`src/rtl/cpu_types_pkg.sv`:
```
// Shared CPU-wide scalar types.
package cpu_types_pkg;

  typedef logic [31:0] word_t;

endpackage

```
`src/rtl/icache_pkg.sv`:
```
// Types and width helpers for the direct-mapped instruction cache.
package icache_pkg;

  typedef enum logic [0:0] {
    IDLE = 1'b0,
    FILL = 1'b1
  } icache_state_t;

  // Default geometry, also used to size the reference address-field struct.
  localparam int ICACHE_NSETS = 16;
  localparam int ICACHE_WPB   = 2;

  // Word-offset bits inside a block.
  function automatic int woff_w(input int wpb);
    return $clog2(wpb);
  endfunction

  // Set-index bits.
  function automatic int idx_w(input int nsets);
    return $clog2(nsets);
  endfunction

  // Tag bits: whatever is left of the 32-bit byte address.
  function automatic int tag_w(input int nsets, input int wpb);
    return 32 - 2 - woff_w(wpb) - idx_w(nsets);
  endfunction

  // Fill counter bits; a one-word block still needs a 1-bit counter.
  function automatic int cnt_w(input int wpb);
    return (woff_w(wpb) == 0) ? 1 : woff_w(wpb);
  endfunction

  // Address split for the default geometry, MSB first.
  typedef struct packed {
    logic [tag_w(ICACHE_NSETS, ICACHE_WPB)-1:0] tag;
    logic [idx_w(ICACHE_NSETS)-1:0]             idx;
    logic [woff_w(ICACHE_WPB)-1:0]              woff;
    logic [1:0]                                 bytoff;
  } icachef_t;

endpackage

```
`src/rtl/icache_dm_if.sv`:
```
// Fetch-port and instruction memory-channel signals of the instruction cache.
// slave: the cache. master: the datapath fetch port plus the memory arbiter.
interface icache_dm_if;
  import cpu_types_pkg::*;

  // datapath fetch side
  logic  imemREN;
  word_t imemaddr;
  logic  inval;
  logic  ihit;
  word_t imemload;

  // memory instruction channel
  logic  iREN;
  word_t iaddr;
  word_t iload;
  logic  iwait;

  modport slave (
    input  imemREN, imemaddr, inval, iload, iwait,
    output ihit, imemload, iREN, iaddr
  );

  modport master (
    output imemREN, imemaddr, inval, iload, iwait,
    input  ihit, imemload, iREN, iaddr
  );

endinterface

```
`src/rtl/icache_dm.sv`:
```
// Direct-mapped, read-only instruction cache with multi-word blocks.
// Hits are combinational; a miss fills the whole block word by word.
module icache_dm
  import cpu_types_pkg::*;
  import icache_pkg::*;
#(
  parameter int NSETS           = ICACHE_NSETS,
  parameter int WORDS_PER_BLOCK = ICACHE_WPB
) (
  input  logic         CLK,
  input  logic         nRST,
  icache_dm_if.slave   cif
);

  localparam int WOFF = woff_w(WORDS_PER_BLOCK);
  localparam int IDX  = idx_w(NSETS);
  localparam int TAGW = tag_w(NSETS, WORDS_PER_BLOCK);
  localparam int CNTW = cnt_w(WORDS_PER_BLOCK);

  localparam logic [CNTW-1:0] LAST_WORD = CNTW'(WORDS_PER_BLOCK - 1);
  localparam logic [CNTW-1:0] WORD_MASK = CNTW'(WORDS_PER_BLOCK - 1);
  localparam word_t           BLK_MASK  = word_t'(WORDS_PER_BLOCK * 4 - 1);

  localparam logic [0:0] ST_IDLE = IDLE;
  localparam logic [0:0] ST_FILL = FILL;

  // controller state
  logic [0:0]      state;
  logic [CNTW-1:0] cnt;
  word_t           miss_addr;

  // storage
  logic [NSETS-1:0] valid;
  logic [TAGW-1:0]  tag_arr  [NSETS];
  word_t            data_arr [NSETS][WORDS_PER_BLOCK];

  // request and fill address fields
  logic [IDX-1:0]  req_idx;
  logic [TAGW-1:0] req_tag;
  logic [CNTW-1:0] req_word;
  logic [IDX-1:0]  fill_idx;
  logic [TAGW-1:0] fill_tag;

  logic lookup_hit;
  logic hit;
  logic miss_start;
  logic word_acc;

  assign req_idx  = IDX'(cif.imemaddr >> (2 + WOFF));
  assign req_tag  = TAGW'(cif.imemaddr >> (2 + WOFF + IDX));
  assign req_word = CNTW'(cif.imemaddr >> 2) & WORD_MASK;
  assign fill_idx = IDX'(miss_addr >> (2 + WOFF));
  assign fill_tag = TAGW'(miss_addr >> (2 + WOFF + IDX));

  assign lookup_hit = valid[req_idx] && (tag_arr[req_idx] == req_tag);

  // inval suppresses both a hit and a new miss in the same cycle.
  assign hit        = nRST && (state == ST_IDLE) && cif.imemREN && lookup_hit && !cif.inval;
  assign miss_start = (state == ST_IDLE) && cif.imemREN && !lookup_hit && !cif.inval;
  assign word_acc   = (state == ST_FILL) && !cif.iwait && !cif.inval;

  // Drive the fetch and memory outputs from the current state.
  always_comb begin
    // NOTE: every output gets a default first so no path leaves it unassigned, which would infer a latch.
    cif.ihit     = 1'b0;
    cif.imemload = '0;
    cif.iREN     = 1'b0;
    cif.iaddr    = '0;
    if (hit) begin
      cif.ihit     = 1'b1;
      cif.imemload = data_arr[req_idx][req_word];
    end
    if (nRST && (state == ST_FILL)) begin
      cif.iREN  = 1'b1;
      cif.iaddr = miss_addr | (word_t'(cnt) << 2);
    end
  end

  // Control state, fill counter and valid bits; reset and inval win over everything.
  always_ff @(posedge CLK) begin
    // NOTE: sequential state uses non-blocking assignments so every flop samples pre-edge values.
    if (!nRST) begin
      state     <= ST_IDLE;
      cnt       <= '0;
      miss_addr <= '0;
      valid     <= '0;
    end else if (cif.inval) begin
      valid <= '0;
      state <= ST_IDLE;
      cnt   <= '0;
    end else begin
      case (state)
        ST_IDLE: begin
          if (miss_start) begin
            miss_addr      <= cif.imemaddr & ~BLK_MASK;
            cnt            <= '0;
            valid[req_idx] <= 1'b0;
            state          <= ST_FILL;
          end
        end
        ST_FILL: begin
          if (!cif.iwait) begin
            if (cnt == LAST_WORD) begin
              valid[fill_idx] <= 1'b1;
              cnt             <= '0;
              state           <= ST_IDLE;
            end else begin
              cnt <= cnt + CNTW'(1);
            end
          end
        end
        default: state <= ST_IDLE;
      endcase
    end
  end

  // Write accepted fill words and, with the last one, the tag.
  always_ff @(posedge CLK) begin
    // NOTE: data and tag arrays are deliberately not reset; the reset valid bits keep stale contents unreachable.
    if (nRST && word_acc) begin
      data_arr[fill_idx][cnt] <= cif.iload;
      if (cnt == LAST_WORD) begin
        tag_arr[fill_idx] <= fill_tag;
      end
    end
  end

endmodule

```
`src/flat_wrapper.sv`:
```
// flat-port wrapper written by rule: the top's interface ports become plain ports
module icache_dm_flat import cpu_types_pkg::*; import icache_pkg::*;
#(
  parameter int NSETS           = ICACHE_NSETS,
  parameter int WORDS_PER_BLOCK = ICACHE_WPB
)
  (CLK, nRST, cif_imemREN, cif_imemaddr, cif_inval, cif_iload, cif_iwait, cif_ihit, cif_imemload, cif_iREN, cif_iaddr);
  icache_dm_if cif_i ();
  input  logic CLK;
  input  logic nRST;
  input wire logic [$bits(cif_i.imemREN)-1:0] cif_imemREN;
  input wire logic [$bits(cif_i.imemaddr)-1:0] cif_imemaddr;
  input wire logic [$bits(cif_i.inval)-1:0] cif_inval;
  input wire logic [$bits(cif_i.iload)-1:0] cif_iload;
  input wire logic [$bits(cif_i.iwait)-1:0] cif_iwait;
  output wire logic [$bits(cif_i.ihit)-1:0] cif_ihit;
  output wire logic [$bits(cif_i.imemload)-1:0] cif_imemload;
  output wire logic [$bits(cif_i.iREN)-1:0] cif_iREN;
  output wire logic [$bits(cif_i.iaddr)-1:0] cif_iaddr;
  assign cif_i.imemREN = cif_imemREN;
  assign cif_i.imemaddr = cif_imemaddr;
  assign cif_i.inval = cif_inval;
  assign cif_i.iload = cif_iload;
  assign cif_i.iwait = cif_iwait;
  assign cif_ihit = cif_i.ihit;
  assign cif_imemload = cif_i.imemload;
  assign cif_iREN = cif_i.iREN;
  assign cif_iaddr = cif_i.iaddr;
  icache_dm #(.NSETS(NSETS), .WORDS_PER_BLOCK(WORDS_PER_BLOCK)) u_core (.CLK(CLK), .nRST(nRST), .cif(cif_i));
endmodule
```
`config.mk`:
```
export PLATFORM = sky130hd
export DESIGN_NAME = icache_dm_flat
export DESIGN_NICKNAME = d
export VERILOG_FILES = /design/src/rtl/cpu_types_pkg.sv /design/src/rtl/icache_pkg.sv /design/src/rtl/icache_dm_if.sv /design/src/rtl/icache_dm.sv /design/src/flat_wrapper.sv
export SDC_FILE = /design/constraint.sdc
export NUM_CORES = 1
export LEC_CHECK = 0
export ABC_CLOCK_PERIOD_IN_PS = 7760
export CAP_MARGIN = 20
export CORE_ASPECT_RATIO = 0.6
export CORE_MARGIN = 8
export CORE_UTILIZATION = 62
export DETAILED_ROUTE_END_ITERATION = 8
export GPL_ROUTABILITY_DRIVEN = 1
export PLACE_DENSITY = 0.8
export SLEW_MARGIN = 5
export SYNTH_ARGS = -nofsm -noshare
export SYNTH_HDL_FRONTEND = slang
export SYNTH_SLANG_ARGS = --single-unit
```
`constraint.sdc`:
```
create_clock -name CLK -period 7.76 [get_ports CLK]
set_input_delay 0.776 -clock CLK [delete_from_list [all_inputs] [get_ports CLK]]
set_output_delay 0.776 -clock CLK [all_outputs]
set_load 0.01 [all_outputs]
```
==> metrics.txt, run 1 <==
CTS resizes=0; initial DRC count=4627; global route overflow=0; CP Capture Type=primary output; worst rel slew slack=25.0%; H-tree depth=3; per-cell routed wire length=35.1 um; final hold vios=0; clk root buf=clkbuf_16; GRT met1 Usage=39.3%; sequential area share after synthesis=75.8%; P&R area growth vs syn=11.7%; Post-DRT Antenna Nets=0; nets@finish=2904; Clock transition at path regs=70 ps; Achievable Freq=152 MHz; worst vdd ir=0.000184 V; final WL=147000 um; CTS tree=yes; GR Util met2=44.3%; Synth Cell Area=0.0577 sq mm; largest net degree at the start of global routing=121; share of cells above drive strength 1=23.9%; vias=29.7k; num rows=86; first-pass GRT wire length=210000 um; unrepaired setup endpoints after global routing=no; Tmin final=6600 ps; Hold/Removal Path Class=register to register; Overall Power=15.5 mW; Setup TNS=0 ps; Max clock buf depth=3; ys flop type=edfxtp_1; Synth Area per Inst=21.7 sq um; initial core utilization=62.7%; gr usage total=28.0%; status=finished, final reports clean; pwr/cell area=240 mW/mm^2; Post-synth EDFFs=1424; pins over their slew limit=0; drc violations=0; WS Path Type=input pin to primary output; drt first pass iters=8; IO Pins=135; core area=0.0920 sq mm; R2R setup slack=3970 ps; leakage=20.3 nW; final worst path period share=85.0%; hpwl dp=75300 um; DIE WIDTH=410 um; postcts setup bufs=0; worst slew pin tran=1120 ps; Yosys reg bits=1471; cts hold-fix bufs=0; Sinks on Clock Net=1471; Synth Instances=2660; vias in the first global route=30.1k; Worst EP arrival=5820 ps; synth unique cells=74; IO buf count=130; routability cong.=0.937; CP required=6980 ps; final setup fails=0; startpoint types=input pin; max cap viols=0; busiest grt layer=met2; Setup Skew=30.8 ps; critical-path maximum fanout=86; Die Y=252 um; Post-synth ARST share=0%; clock latency on the worst-skew pair=730 ps; met3 usage in global routing=7.26%; initial antenna violation count=5; Die Area=0.103 sq mm; Yosys Warn Count=0; via/cell ratio=7.11; number of CTS-inserted buffers=121
==> registers in the layout, summed over array words and instances, names as in the netlist <==
register / cells
u_core.valid: 16
u_core.miss_addr: 29
u_core.tag_arr: 400
u_core.data_arr: 1024
u_core.cnt: 1
u_core.state: 1
==> routing by layer <==
layer / routed length, um / part of all wire (%)
met5: 24 / 0.016
met4: 4490 / 3.1
met3: 18600 / 13
met2: 69800 / 48
met1: 53500 / 37
==> layout make-up <==
class | instances | area (sq um)
multi-input cells | 1016 | 13300
flip-flops and latches | 1471 | 43700
clock inverters | 66 | 520
clock buffers | 158 | 3290
repair buffers | 207 | 1960
diodes | 3 | 7.51
fillers | 5208 | 27600
well taps | 1232 | 1540
inverters | 18 | 72.6
==> path summary, 6_finish.rpt <==
kind                          startpoint                   end  cells after the start
setup reg to reg  u_core.tag_arr[15][15]  u_core.miss_addr[28]                      9
setup / recovery         cif_imemaddr[4]      cif_imemload[13]                     12
hold / removal                u_core.cnt            u_core.cnt                      2
hold reg to reg               u_core.cnt            u_core.cnt                      2
==> worst max-delay path, stage by stage <==
cell,delay (ps)
buf_8,630
buf_4,760
mux4_2,610
mux4_2,580
xnor2_1,460
and3_1,240
nand4_1,110
nor4_2,300
nand4b_2,130
buf_4,320
nor2_1,210
clkdlybuf4s50_1,560
==> power breakdown <==
group          leakage [nW]  switching [mW]  total [mW]  internal, mW
registers              13.0          0.0404        8.75          8.71
clock network          1.85            2.78        6.00          3.22
logic                  5.46           0.428       0.742         0.315
total                  20.3            3.25        15.5          12.2
==> layout by cell type, fill, tap and decap left out, types with 21 or more instances in the layout <==
| cell | instances |
|---|---|
| o21ai_0 | 21 |
| and3_1 | 38 |
| clkbuf_16 | 126 |
| clkinv_1 | 26 |
| mux2i_1 | 154 |
| buf_4 | 69 |
| dfxtp_1 | 47 |
| clkinv_2 | 22 |
| mux4_2 | 393 |
| nor2_1 | 53 |
| clkbuf_1 | 30 |
| nand2_1 | 104 |
| a22oi_1 | 22 |
| edfxtp_1 | 1424 |
| clkdlybuf4s50_1 | 124 |
==> logic make-up after synthesis <==
kind of cell	Yosys count	share of synthesized area, %
flip-flops	1471	75.8
multiplexers	555	18.2
AND/OR/NAND/NOR	304	2.55
buffers and inverters	174	1.50
AO/OA/AOI/OAI	136	1.72
XOR/XNOR	19	0.288
other	1	0.00650
==> stage by stage <==
stage	cell area, sq um	setup slack, ps	std cells	utilization, %	hold WS [ps]
after floorplan	57700	1760	2661	-	457
after global placement	60500	1440	3938	65.8	486
after detailed placement	60500	1380	3938	65.8	497
after CTS	64300	1370	4162	69.9	508
after global routing	64400	1080	4171	70.0	540
final	64400	1160	4171	70.0	506
==> Yosys cell counts (14+ instances only) <==
cell | number | share of area (%)
a22oi_1 | 22 | 0.29
inv_1 | 15 | 0.098
a21oi_1 | 20 | 0.17
buf_6 | 14 | 0.27
edfxtp_1 | 1424 | 74
and3_1 | 38 | 0.41
mux4_2 | 393 | 15
buf_2 | 45 | 0.39
dfxtp_1 | 47 | 1.6
nor2_1 | 72 | 0.47
clkbuf_1 | 74 | 0.48
nand2b_1 | 18 | 0.20
o21ai_0 | 21 | 0.18
nor3_1 | 21 | 0.18
nand2_1 | 104 | 0.68
mux2i_1 | 154 | 2.7
Power figures use the tool's default switching activity.
==> run 2, diff against run 1 <==
--- a/config.mk
+++ b/config.mk
@@ -9,10 +9,9 @@
 export CAP_MARGIN = 20
 export CORE_ASPECT_RATIO = 0.6
 export CORE_MARGIN = 8
-export CORE_UTILIZATION = 62
+export CORE_UTILIZATION = 40
 export DETAILED_ROUTE_END_ITERATION = 8
 export GPL_ROUTABILITY_DRIVEN = 1
-export PLACE_DENSITY = 0.8
 export SLEW_MARGIN = 5
 export SYNTH_ARGS = -nofsm -noshare
 export SYNTH_HDL_FRONTEND = slang
==> run 2 against run 1 <==
Effect of this change:
- core utilization fell by 24 points
- wire length fell by 0.28%
- die area rose by 52%
- largest power group unchanged
- setup slack improved by 480 ps
- maximum frequency rose by 7.8%
==> metrics.txt, run 2 (synthesized netlist as in run 1, its figures left out) <==
Hold/Removal Path Class=register to register; commonest non-fill, non-tap cell in the layout=edfxtp_1; HP Start=u_core.valid[1]; worst rel slew slack=23.6% (-1.5 points); Die Y=310 um (+23%); IO Pins=135 (unchanged); final WL=146000 um (-0.28%); vias=28.4k (-4.4%); Sinks on Clock Net=1471 (unchanged); largest net degree at the start of global routing=116 (-4.1%); met3 usage in global routing=4.71% (-2.6 points); routability cong.=0.821 (-12%); clock latency on the worst-skew pair=780 ps (+50 ps); final worst path period share=78.9% (-6.1 points); drc violations=0 (unchanged); max cap viols=0 (unchanged); pins over their slew limit=0 (unchanged); largest register by flop count=u_core.data_arr; via/cell ratio=5.80 (-19%); Max clock buf depth=3 (unchanged); CP max stage delay=660 ps (-100 ps); initial antenna violation count=11 (+6); pwr/cell area=247 mW/mm^2 (+2.8%); H-tree depth=4 (+1); per-cell routed wire length=29.9 um (-15%); Die Area=0.157 sq mm (+52%); worst vdd ir=0.000222 V (+20%); PnR worst setup slack=1640 ps (+477 ps); Achievable Freq=163 MHz (+7.8%); critical path's slowest cell=buf_8; worst slew pin tran=1140 ps (+21.8 ps); Post-DRT Antenna Nets=0 (unchanged); CTS resizes=0 (unchanged); DIE WIDTH=506 um (+24%); Inst Count DP=4631 (+18%); CP cell instances=buf_8 -> nor2b_1 -> a22oi_1 -> nand2_1 -> a2111oi_1 -> a41oi_1 -> nor4_2 -> nand4b_4 -> buf_4 -> nor2_1 -> clkdlybuf4s50_1; pre-CTS setup slack=1630 ps (+244 ps); Largest register FFs=1024 (unchanged); unrepaired setup endpoints after global routing=no; Worst EP arrival=5350 ps (-470 ps); drt first pass iters=6 (-2); initial DRC count=3473 (-25%); Setup Skew=28.0 ps (-2.75 ps); R2R Path Start=u_core.tag_arr[13][15]; core area=0.144 sq mm (+56%); P&R area growth vs syn=14.7%; IO buf count=130 (unchanged); final hold vios=0 (unchanged); Clock transition at path regs=60 ps (about the same); GRT met1 Usage=26.6% (-13 points); leakage=20.8 nW (+2.0%); busiest grt layer=met2; gr usage total=18.4% (-9.7 points); postcts setup bufs=0 (unchanged); startpoint types=input pin; num rows=108 (+26%); vias in the first global route=28.9k (-4.1%); global route overflow=0 (unchanged); CP Capture Type=primary output; status=finished, final reports clean; biggest regs=u_core.data_arr: 1024 flops, u_core.tag_arr: 400 flops, u_core.miss_addr: 29 flops; clk root buf=clkbuf_16; initial core utilization=40.1% (-23 points); cts hold-fix bufs=0 (unchanged); most frequent cells in the layout=1424 x edfxtp_1, 393 x mux4_2, 154 x mux2i_1; nets@finish=2921 (+0.59%); hpwl dp=77600 um (+3.1%); GR Util met2=28.0% (-16 points); Post-Layout Cell Count=4892 (+17%); worst hold slack=514 ps (+8.61 ps); share of cells above drive strength 1=24.8% (+0.85 points); Tmin final=6120 ps (-477 ps); CP required=6980 ps (about the same); final setup fails=0 (unchanged); CTS tree=yes; Core Util, Final=46.0% (-24 points); number of CTS-inserted buffers=139 (+15%); WS Path Type=input pin to primary output; CP startpoint=cif_imemaddr[3]; first-pass GRT wire length=207000 um (-1.2%); critical-path maximum fanout=85 (-1.2%); Setup TNS=0 ps (unchanged)
[run 2: changes by cell type in the layout (fill, tap and decap cells not counted), sizes merged]
cell | before | now
buf | 83 | 82
bufinv | 7 | 15
clkinv | 51 | 58
clkbuf | 158 | 168
clkinvlp | 7 | 5
diode | 3 | 2
inv | 19 | 26
[run 2: layout make-up]
class	instances	area, sq um
Clock inverter	86	915
Inverter	18	72.6
Clock buffer	168	3660
Fill cell	11734	77800
Sequential cell	1471	43700
Timing Repair Buffer	206	2030
Antenna cell	2	5.00
Multi-Input combinational cell	1016	13300
Tap cell	1925	2410
[run 2: worst max-delay path: cells and delay by family]
kind | cells | cell delay, ps
AO/OA/AOI/OAI | 3 | 1380
buffers and inverters | 3 | 1560
AND/OR/NAND/NOR | 5 | 1490
[run 2: per-stage QoR]
step,power [mW],instance area [sq um]
6_report,16.3,66100
4_1_cts,16.5,66000
3_3_place_gp,9.63,61500
3_5_place_dp,9.65,61500
2_1_floorplan,9.36,57700
5_1_grt,16.8,66100
[run 2: routing by layer]
metal | wire [um] | part of all wire (%) | vias to the layer above
met5 | 54 | 0.037 | -
met4 | 2910 | 2.0 | 8
met3 | 13400 | 9.2 | 204
met2 | 66200 | 45 | 1315
met1 | 63600 | 44 | 15295
li1 | - | - | 11536
[run 2: worst paths after layout]
kind,slack [ps],depth (start not counted),to
min,510,2,u_core.valid[1]
max,1640,11,cif_imemload[13]
max reg2reg,4030,9,u_core.miss_addr[29]
min reg2reg,510,2,u_core.valid[1]
[run 2: power breakdown]
group / total, mW / internal, mW / switching, mW / leakage [nW]
Combinational: 0.729 / 0.314 / 0.415 / 5.49
Clock: 6.87 / 3.90 / 2.97 / 2.23
Sequential: 8.75 / 8.71 / 0.0405 / 13.0
Total: 16.3 / 12.9 / 3.43 / 20.8
